File: config.mk
export PLATFORM = sky130hd
export DESIGN_NAME = sem_mon_rx_parser
export DESIGN_NICKNAME = d
export VERILOG_FILES = /design/src/rtl/sem_mon_rx_parser.sv
export SDC_FILE = /design/constraint.sdc
export NUM_CORES = 1
export LEC_CHECK = 0
export CORE_MARGIN = 1.5
export CORE_UTILIZATION = 34
export CTS_CLUSTER_SIZE = 10
export DETAILED_ROUTE_END_ITERATION = 12
export SETUP_SLACK_MARGIN = 0.1
export SLEW_MARGIN = 20
export SYNTH_ARGS = -nofsm -noshare
export SYNTH_HDL_FRONTEND = slang
export SYNTH_SLANG_ARGS = --single-unit
export TNS_END_PERCENT = 1
File: constraint.sdc
create_clock -name icap_clk -period 2.3 [get_ports icap_clk]
set_clock_uncertainty 0.05 [all_clocks]
set_input_delay 0.345 -clock icap_clk [delete_from_list [all_inputs] [get_ports icap_clk]]
set_output_delay 0.345 -clock icap_clk [all_outputs]
set_load 0.03 [all_outputs]
File: src/rtl/sem_mon_rx_parser.sv
// SEM monitor receive parser.
// Drains the FWFT receive FIFO one byte every three cycles, splits the byte
// stream into lines and decodes "SC hh" state-change reports into sc_code.
// Also keeps a terminated-line counter and a sticky over-long-line flag.

module sem_mon_rx_parser #(
    parameter int LINE_MAX = 64,
    parameter int CNT_W    = 16
) (
    input  logic             icap_clk,
    input  logic             reset,
    input  logic [7:0]       monitor_rxdata,
    input  logic             monitor_rxempty,
    output logic             monitor_rxread,
    output logic             sc_valid,
    output logic [7:0]       sc_code,
    output logic             sc_err,
    output logic [CNT_W-1:0] line_cnt,
    output logic             line_long,
    input  logic             clr_stat
);

    localparam int                LEN_W     = $clog2(LINE_MAX + 2);
    localparam logic [LEN_W-1:0]  LEN_LIMIT = LEN_W'(LINE_MAX);
    localparam logic [LEN_W-1:0]  LEN_SAT   = LEN_W'(LINE_MAX + 1);

    localparam logic [7:0] CH_S  = 8'h53;
    localparam logic [7:0] CH_C  = 8'h43;
    localparam logic [7:0] CH_SP = 8'h20;
    localparam logic [7:0] CH_CR = 8'h0D;
    localparam logic [7:0] CH_LF = 8'h0A;

    typedef enum logic [1:0] {
        RD_IDLE,
        RD_POP,
        RD_WAIT
    } rd_state_t;

    typedef enum logic [2:0] {
        P_START,
        P_S,
        P_SC,
        P_SP,
        P_H1,
        P_H2,
        P_TEXT,
        P_SKIP
    } p_state_t;

    rd_state_t        r_rd_state;
    rd_state_t        w_rd_next;
    logic             w_pop;

    p_state_t         r_p_state;
    p_state_t         w_p_next;
    logic [LEN_W-1:0] r_len;
    logic [LEN_W-1:0] w_len_next;
    logic [3:0]       r_hi;
    logic [3:0]       r_lo;
    logic             w_hi_load;
    logic             w_lo_load;
    logic             w_valid_next;
    logic             w_err_next;
    logic             w_line_inc;
    logic             w_long_set;

    logic             w_is_eol;
    logic             w_is_hex;
    logic [3:0]       w_nibble;

    logic             r_sc_valid;
    logic             r_sc_err;
    logic [7:0]       r_sc_code;
    logic [CNT_W-1:0] r_line_cnt;
    logic             r_line_long;

    // Read FSM state register.
    always_ff @(posedge icap_clk) begin
        if (reset) begin
            r_rd_state <= RD_IDLE;
        end else begin
            r_rd_state <= w_rd_next;
        end
    end

    // Read FSM: pop one byte, then idle one cycle so the empty flag can settle.
    always_comb begin
        w_rd_next = r_rd_state;
        w_pop     = 1'b0;
        case (r_rd_state)
            RD_IDLE: begin
                if (!monitor_rxempty) begin
                    w_rd_next = RD_POP;
                end
            end
            RD_POP: begin
                w_pop     = !monitor_rxempty && !reset;
                w_rd_next = RD_WAIT;
            end
            RD_WAIT: begin
                w_rd_next = RD_IDLE;
            end
            default: begin
                w_rd_next = RD_IDLE;
            end
        endcase
    end

    assign monitor_rxread = w_pop;

    // Classify the FIFO head byte: line terminator, hex digit and its value.
    always_comb begin
        w_is_eol = (monitor_rxdata == CH_CR) || (monitor_rxdata == CH_LF);
        w_is_hex = 1'b1;
        w_nibble = 4'h0;
        if (monitor_rxdata >= 8'h30 && monitor_rxdata <= 8'h39) begin
            w_nibble = monitor_rxdata[3:0];
        end else if ((monitor_rxdata >= 8'h41 && monitor_rxdata <= 8'h46) ||
                     (monitor_rxdata >= 8'h61 && monitor_rxdata <= 8'h66)) begin
            w_nibble = monitor_rxdata[3:0] + 4'd9;
        end else begin
            w_is_hex = 1'b0;
        end
    end

    // Parser next state: advances once per popped byte, tracks line length.
    always_comb begin
        w_p_next     = r_p_state;
        w_len_next   = r_len;
        w_hi_load    = 1'b0;
        w_lo_load    = 1'b0;
        w_valid_next = 1'b0;
        w_err_next   = 1'b0;
        w_line_inc   = 1'b0;
        w_long_set   = 1'b0;
        if (w_pop) begin
            if (w_is_eol) begin
                w_len_next = '0;
                w_line_inc = (r_len != '0);
                w_p_next   = P_START;
                case (r_p_state)
                    P_SP, P_H1: w_err_next   = 1'b1;
                    P_H2:       w_valid_next = 1'b1;
                    default:    ;
                endcase
            end else begin
                if (r_len != LEN_SAT) begin
                    w_len_next = r_len + LEN_W'(1);
                end
                if (r_len == LEN_LIMIT) begin
                    w_long_set = 1'b1;
                    w_p_next   = P_SKIP;
                end else begin
                    case (r_p_state)
                        P_START: w_p_next = (monitor_rxdata == CH_S)  ? P_S  : P_TEXT;
                        P_S:     w_p_next = (monitor_rxdata == CH_C)  ? P_SC : P_TEXT;
                        P_SC:    w_p_next = (monitor_rxdata == CH_SP) ? P_SP : P_TEXT;
                        P_SP: begin
                            if (w_is_hex) begin
                                w_p_next  = P_H1;
                                w_hi_load = 1'b1;
                            end else begin
                                w_p_next   = P_SKIP;
                                w_err_next = 1'b1;
                            end
                        end
                        P_H1: begin
                            if (w_is_hex) begin
                                w_p_next  = P_H2;
                                w_lo_load = 1'b1;
                            end else begin
                                w_p_next   = P_SKIP;
                                w_err_next = 1'b1;
                            end
                        end
                        P_H2: begin
                            w_p_next   = P_SKIP;
                            w_err_next = 1'b1;
                        end
                        default: w_p_next = r_p_state;
                    endcase
                end
            end
        end
    end

    // Parser registers: state, line length, captured nibbles and result pulses.
    always_ff @(posedge icap_clk) begin
        if (reset) begin
            r_p_state  <= P_START;
            r_len      <= '0;
            r_hi       <= 4'h0;
            r_lo       <= 4'h0;
            r_sc_valid <= 1'b0;
            r_sc_err   <= 1'b0;
            r_sc_code  <= 8'h00;
        end else begin
            r_p_state  <= w_p_next;
            r_len      <= w_len_next;
            r_sc_valid <= w_valid_next;
            r_sc_err   <= w_err_next;
            if (w_hi_load) begin
                r_hi <= w_nibble;
            end
            if (w_lo_load) begin
                r_lo <= w_nibble;
            end
            if (w_valid_next) begin
                r_sc_code <= {r_hi, r_lo};
            end
        end
    end

    // Statistics: clearing wins over a same-cycle count or long-line flag.
    always_ff @(posedge icap_clk) begin
        if (reset) begin
            r_line_cnt  <= '0;
            r_line_long <= 1'b0;
        end else if (clr_stat) begin
            r_line_cnt  <= '0;
            r_line_long <= 1'b0;
        end else begin
            if (w_line_inc) begin
                r_line_cnt <= r_line_cnt + CNT_W'(1);
            end
            if (w_long_set) begin
                r_line_long <= 1'b1;
            end
        end
    end

    assign sc_valid  = r_sc_valid;
    assign sc_err    = r_sc_err;
    assign sc_code   = r_sc_code;
    assign line_cnt  = r_line_cnt;
    assign line_long = r_line_long;

endmodule

==> results.tsv, run 1 <==
stage	metric	value	unit
outcome	status	finished, final reports clean	
sta	Tightest Pin Transition	0.697	ns
clocking	CTS tree	built	
logic_synthesis	Synth Area in Simple Gates	28.8	%
drt	DR pass1 iterations	4	
placed_design	IO Port Bufs	39	
floorplanning	Die Height	88.1	µm
placed_design	global placer's final weighted congestion	0.778	
floorplanning	Ports	40	
cells_and_area	Finished Core Util	50.0	%
drt	Vias/cell	5.06	
critical_path	CP Max Fanout	4	
sta	# setup viols final	0	
job	max-capacitance violation count	0	
clocking	Worst-Skew Late Latency	0.30	ns
cells_and_area	Post-Layout Inst Area	3450	µm²
logic_synthesis	synth warn	0	
logic_synthesis	XOR/XNOR Fraction of Synth Area	6.75	%
critical_path	worst r2r path cells	6	
critical_path	Crit Path Category	in2reg	
logic_synthesis	compound-gate portion of the synthesized area	11.5	%
sta	Tmin final	2.20	ns
cells_and_area	Ant. Diodes	0	
critical_path	Worst setup EP type	flop	
sta	Fin. Hold Viols	0	
cells_and_area	register area	941	µm²
drt	Iteration-0 DRC Markers	109	
clocking	cts hold-fix bufs	0	
clocking	CTS Buffer Depth	2	
logic_synthesis	largest family of logic cells by synthesized area	simple AND/OR/NAND/NOR gates	
global_route	first-pass GRT wire length	9.63	mm
sta	f_max	455	MHz
global_route	initial antenna violation count	0	
logic_synthesis	Synth Area in Adders	4.06	%
floorplanning	row cnt	30	
hold_path	min-delay worst type	in2reg	
logic_synthesis	Synth Register Bits	47	
logic_synthesis	syn nets	303	
logic_synthesis	area of the mapped netlist	2460	µm²
drt	Avg WL per Cell	13.2	µm
global_route	grt ovf	0	
power	power per standard cell area	436	nW/µm²
global_route	GRT Util Overall	15.7	%
power	Leak Pwr	1.29	nW
logic_synthesis	Synth Instances	283	
clocking	clock-pin slew on the worst setup and hold paths	0.08	ns
drt	antenna-violating nets left	0	
critical_path	Reg2Reg Setup Slack	0.12	ns
drt	via count	2282	
logic_synthesis	Post-synth EDFFs	0	
cells_and_area	proportion of layout cells with a drive suffix above 1	22.0	%
logic_synthesis	multiplexer share of the synthesized area	7.31	%
global_route	largest net degree at the start of global routing	34	
clocking	Root Driver	clkbuf_8	
sta	period utilisation layout	95.5	%
critical_path	Critical Path AT	2.34	ns
logic_synthesis	Async SR Flop Fraction	0	%
critical_path	CP required	2.44	ns
floorplanning	Core Area	6910	µm²
cells_and_area	Syn-to-layout area delta	40.1	%
sta	Max Slew Vio Count	0	
drt	final WL	5.94	mm
placed_design	placed wire-length estimate	4.19	mm
critical_path	crit path capture	r_lo[3]	
drt	# DRC	0	
floorplanning	DIE WIDTH	88.1	µm
placed_design	placed cell areas	3210	µm²
logic_synthesis	Mean Syn Cell Area	8.71	µm²
power	VDD IR-drop max	0.000246	V
critical_path	CP Launch Point	monitor_rxdata[1]	
sta	RSZ-0062 raised after global routing	true	
cells_and_area	Non-Filler Instances	451	
clocking	CTS sink count	47	
cells_and_area	Fill cells	662	
critical_path	R2R Path Start	r_rd_state[1]	
logic_synthesis	sequential element share of the synthesized area	38.2	%
sta	Rel. slew slack	53.2	%
clocking	htree depth	2	
floorplanning	Die ar.	7770	µm²
logic_synthesis	Post-synth top flop	dfxtp_1	
cells_and_area	Final nets	374	
floorplanning	Initial Util	35.7	%
critical_path	R2R Path End	r_lo[3]	
clocking	CTS buffer count	5	
global_route	vias in the first global route	2121	
logic_synthesis	Yosys cell types	53	
critical_path	critical path launch point type	input port	
placed_design	Placed Cells	438	
cells_and_area	area of the multi-input gates	1510	µm²
==> critical path, cell delays in order <==
cell,delay [ns]
clkdlybuf4s50_1,0.42
buf_4,0.16
ha_1,0.18
mux2i_2,0.22
o31ai_2,0.11
or4_4,0.58
mux2_4,0.32
==> synthesized netlist by cell type, drive strengths merged (4+ instances only) <==
library cell / n / area [µm²]
nor2: 38 / 143
mux2: 7 / 90.1
nand4: 10 / 62.6
or4b: 4 / 40.0
clkbuf: 8 / 30.0
nand3: 13 / 65.1
buf: 5 / 23.8
nor2b: 10 / 62.6
nor3: 13 / 65.1
inv: 7 / 26.3
and2: 4 / 25.0
a21oi: 11 / 55.1
dfxtp: 47 / 941
xor2: 16 / 140
mux2i: 9 / 90.1
and3: 6 / 37.5
nand2: 12 / 45.0
o21ai: 7 / 35.0
ha: 8 / 100
==> layout by cell type, fill, tap and decap left out, types with 3 or more instances in the layout <==
cell type	Yosys	routed
nor2_1	38	37
xnor2_1	3	3
mux2i_1	9	8
nand4_1	10	10
o21ai_0	7	7
ha_1	8	6
clkdlybuf4s50_1	0	30
xor2_1	16	16
buf_4	0	32
inv_1	7	7
and2_1	4	3
buf_6	0	3
dlygate4sd2_1	0	5
mux2_2	4	4
and3_1	6	6
or4b_4	0	3
nand3_1	13	12
nor3_1	13	13
dlymetal6s2s_1	0	3
dfxtp_1	47	47
clkbuf_8	0	6
nand2_1	12	12
o2bb2ai_1	3	3
a21oi_1	11	10
or2_2	3	3
nor2b_1	10	10
mux2_4	3	3
or3_1	3	3
==> cells by family after synthesis <==
group,after synthesis
fa+ha+maj,8
compound gates,41
buf+inv,21
xor+xnor,19
mux,16
simple gates,131
flops,47
==> sequential cells by signal, summed over array words and instances, names as in the netlist <==
| signal | count |
|---|---|
| line_cnt | 16 |
| sc_code | 8 |
| r_len | 7 |
| r_hi | 4 |
| r_lo | 4 |
| r_p_state | 3 |
| r_rd_state | 2 |
| line_long | 1 |
| sc_err | 1 |
| sc_valid | 1 |
==> through the flow <==
stage	setup TNS [ns]	setup WS, ns	power, mW	hold slack, ns
finish	0	0.104	1.51	0.213
global route	0	0.0527	1.58	0.234
CTS	0	0.00997	1.52	0.384
detailed placement	-13.70	-0.439	0.978	0.370
global placement	-13.54	-0.446	0.979	0.362
floorplan	0	0.0195	0.912	0.352
==> per-layer routing <==
layer,vias up,share of wire [%],global-route usage [%],routed length [µm]
met5,-,0,0,0
met4,0,1.3,4.69,77
met3,7,3.0,3.02,178
met2,34,46,26.2,2760
met1,1085,49,20.5,2930
li1,1156,-,-,-
==> area by class of cell <==
cell class	count	area share, %
clock buffers	6	2.39
clock inverters	2	0.471
inverters	8	1.01
multi-input cells	215	43.8
flip-flops and latches	47	27.3
well taps	96	3.48
repair buffers	77	21.6
==> how the worst min path moves through the flow <==
stage,startpoint,to,depth (start not counted),slack (ns)
after global placement,r_rd_state[0],r_rd_state[0],1,0.36
after global routing,monitor_rxempty,r_rd_state[0],2,0.23
after detailed placement,r_rd_state[0],r_rd_state[0],1,0.37
after CTS,r_rd_state[0],r_rd_state[0],1,0.38
after floorplan,r_rd_state[0],r_rd_state[0],1,0.35
final,monitor_rxempty,r_rd_state[0],2,0.21
==> power breakdown <==
group	internal (mW)	switching (mW)
sequential	0.818	0.00974
clock	0.246	0.294
combinational	0.0696	0.0690
total	1.13	0.373
==> what timing repair did <==
item,4_1_cts,5_1_grt
endpoints found under the setup margin,37,37
cloned,0,2
pin swaps,5,5
setup buffers,1,2
resized for setup,15,10
Power figures use the tool's default switching activity.
==> inputs of run 2 (changes only) <==
==> constraint.sdc (replaced) <==
create_clock -name icap_clk -period 2 [get_ports icap_clk]
set_clock_uncertainty 0.05 [all_clocks]
set_input_delay 0.3 -clock icap_clk [delete_from_list [all_inputs] [get_ports icap_clk]]
set_output_delay 0.3 -clock icap_clk [all_outputs]
set_load 0.03 [all_outputs]
==> results.tsv, run 2 (same netlist as run 1, synthesis figures left out) <==
stage	metric	value	unit	change
hold_path	hold path startpoint	monitor_rxempty		
drt	Iteration-0 DRC Markers	80		-27%
sta	Min Hold Slack	0.269	ns	+0.0554 ns
sta	Max Slew Vio Count	0		unchanged
floorplanning	row cnt	30		unchanged
clocking	Worst-Skew Late Latency	0.29	ns	about the same
drt	Avg WL per Cell	12.9	µm	-2.1%
global_route	first-pass GRT wire length	10.2	mm	+5.9%
drt	antenna-violating nets left	0		unchanged
power	VDD IR-drop max	0.000334	V	+35%
clocking	htree depth	2		unchanged
critical_path	Worst setup EP type	flop		
cells_and_area	proportion of layout cells with a drive suffix above 1	25.7	%	+3.7 points
sta	f_max	469	MHz	
critical_path	cell family with most CP delay	simple AND/OR/NAND/NOR gates		
clocking	CTS buffer count	5		unchanged
placed_design	placed wire-length estimate	4.32	mm	+3.0%
placed_design	IO Port Bufs	39		unchanged
cells_and_area	max reg flops	16		unchanged
sta	RSZ-0062 raised after global routing	true		
hold_path	hold path cells	2		unchanged
floorplanning	Core Area	6910	µm²	unchanged
global_route	GRT Util Overall	16.2	%	+0.57 points
drt	via count	2341		+2.6%
clocking	CTS sink count	47		unchanged
global_route	grt ovf	0		unchanged
global_route	initial antenna violation count	0		unchanged
drt	Vias/cell	5.07		+0.14%
cells_and_area	most frequent cells in the layout	dfxtp_1 (46), buf_4 (42), nor2_1 (36)		
floorplanning	Ports	40		unchanged
placed_design	global placer's final weighted congestion	0.758		-2.5%
outcome	status	complete, but fails checks		
clocking	clock-pin slew on the worst setup and hold paths	0.08	ns	about the same
clocking	CTS tree	built		
critical_path	critical path launch point type	flop		
clocking	Root Driver	clkbuf_8		
sta	Tightest Pin Transition	0.525	ns	-0.172 ns
floorplanning	Initial Util	35.7	%	unchanged
critical_path	CP required	2.14	ns	-0.30 ns
critical_path	R2R Path End	r_lo[3]		
job	max-capacitance violation count	0		unchanged
sta	period utilisation layout	107	%	
drt	DR pass1 iterations	4		unchanged
critical_path	Crit Path Category	reg2reg		
sta	Final WS setup	-0.133	ns	-0.237 ns
placed_design	dpl ws	-0.652	ns	-0.213 ns
global_route	vias in the first global route	2260		+6.6%
cells_and_area	Syn-to-layout area delta	44.7	%	
critical_path	R2R Path Start	r_rd_state[1]		
cells_and_area	Finished Core Util	51.6	%	+1.6 points
power	Leak Pwr	1.36	nW	+5.7%
critical_path	worst path cell trace	or4b_4 > buf_8 > clkinv_8 > o31ai_4 > or4_4 > mux2_4		
sta	# setup viols final	7		+7
outcome	violated checks	setup timing		
critical_path	Slowest-stage cell, CP	or4_4		
sta	Rel. slew slack	65.0	%	+12 points
power	power per standard cell area	543	nW/µm²	+24%
hold_path	min-delay worst type	in2reg		
critical_path	worst r2r path cells	6		unchanged
drt	final WL	5.96	mm	+0.30%
critical_path	Crit path buffers/inverters	2		unchanged
cells_and_area	Final nets	385		+2.9%
drt	# DRC	0		unchanged
clocking	CTS Buffer Depth	2		unchanged
floorplanning	Die ar.	7770	µm²	unchanged
critical_path	Reg2Reg Setup Slack	-0.13	ns	-0.25 ns
sta	Fin. Hold Viols	0		unchanged
cells_and_area	Ant. Diodes	0		unchanged
critical_path	CP Max Fanout	4		unchanged
critical_path	Critical Path AT	2.27	ns	-0.07 ns
critical_path	Critical Path Max Stage Delay	0.54	ns	-0.04 ns
floorplanning	Die Height	88.1	µm	unchanged
cells_and_area	most common cell after layout, fill and taps aside	dfxtp_1		
sta	Tmin final	2.13	ns	
hold_path	Hold Path End	r_rd_state[0]		
floorplanning	DIE WIDTH	88.1	µm	unchanged
global_route	largest net degree at the start of global routing	34		unchanged
[run 2: layout make-up]
class,instances,area [µm²]
fill,659,3340
sequential,47,942
timing repair buffer,88,791
multi-input combinational,215,1540
clock buffer,6,72.6
clock inverter,2,60.1
tap,96,120
inverter,8,42.5
[run 2: how the worst max path moves through the flow]
stage | from | slack (ns) | cells past startpoint | endpoint
6_report | r_rd_state[1] | -0.13 | 6 | r_lo[3]
5_1_grt | r_rd_state[1] | -0.17 | 6 | r_lo[3]
2_1_floorplan | r_rd_state[1] | -0.18 | 6 | r_lo[1]
3_3_place_gp | monitor_rxdata[7] | -0.65 | 7 | r_lo[3]
3_5_place_dp | monitor_rxdata[5] | -0.65 | 8 | line_cnt[4]
4_1_cts | r_rd_state[1] | -0.18 | 6 | r_lo[3]
[run 2: stage by stage]
| step | area [µm²] | power [mW] | instances | setup TNS [ns] |
|---|---|---|---|---|
| floorplan | 2500 | 1.05 | 283 | -1.89 |
| global placement | 3270 | 1.14 | 447 | -24.68 |
| detailed placement | 3270 | 1.14 | 447 | -25.48 |
| CTS | 3490 | 1.95 | 459 | -2.78 |
| global route | 3560 | 2.02 | 462 | -1.45 |
| finish | 3560 | 1.93 | 462 | -0.470 |
[run 2: repair_timing]
item                                    4_1_cts  5_1_grt
endpoints found under the setup margin       46       42
buffers inserted                              4        3
hold buffers                                  0        0
pin swaps                                     7       12
cloned                                        0        0
resized for setup                            30       16
[run 2: layer usage]
metal / vias up / global-route usage [%] / routed length [µm]
met2: 39 / 27.2 / 2900
li1: 1172 / - / -
met5: - / 0 / 0
met4: 0 / 6.25 / 119
met1: 1119 / 21.0 / 2790
met3: 11 / 2.45 / 152
[run 2: where the power goes]
part / internal (mW) / switching (mW)
clock network: 0.499 / 0.305
registers: 0.941 / 0.00586
logic: 0.0916 / 0.0918
total: 1.53 / 0.403
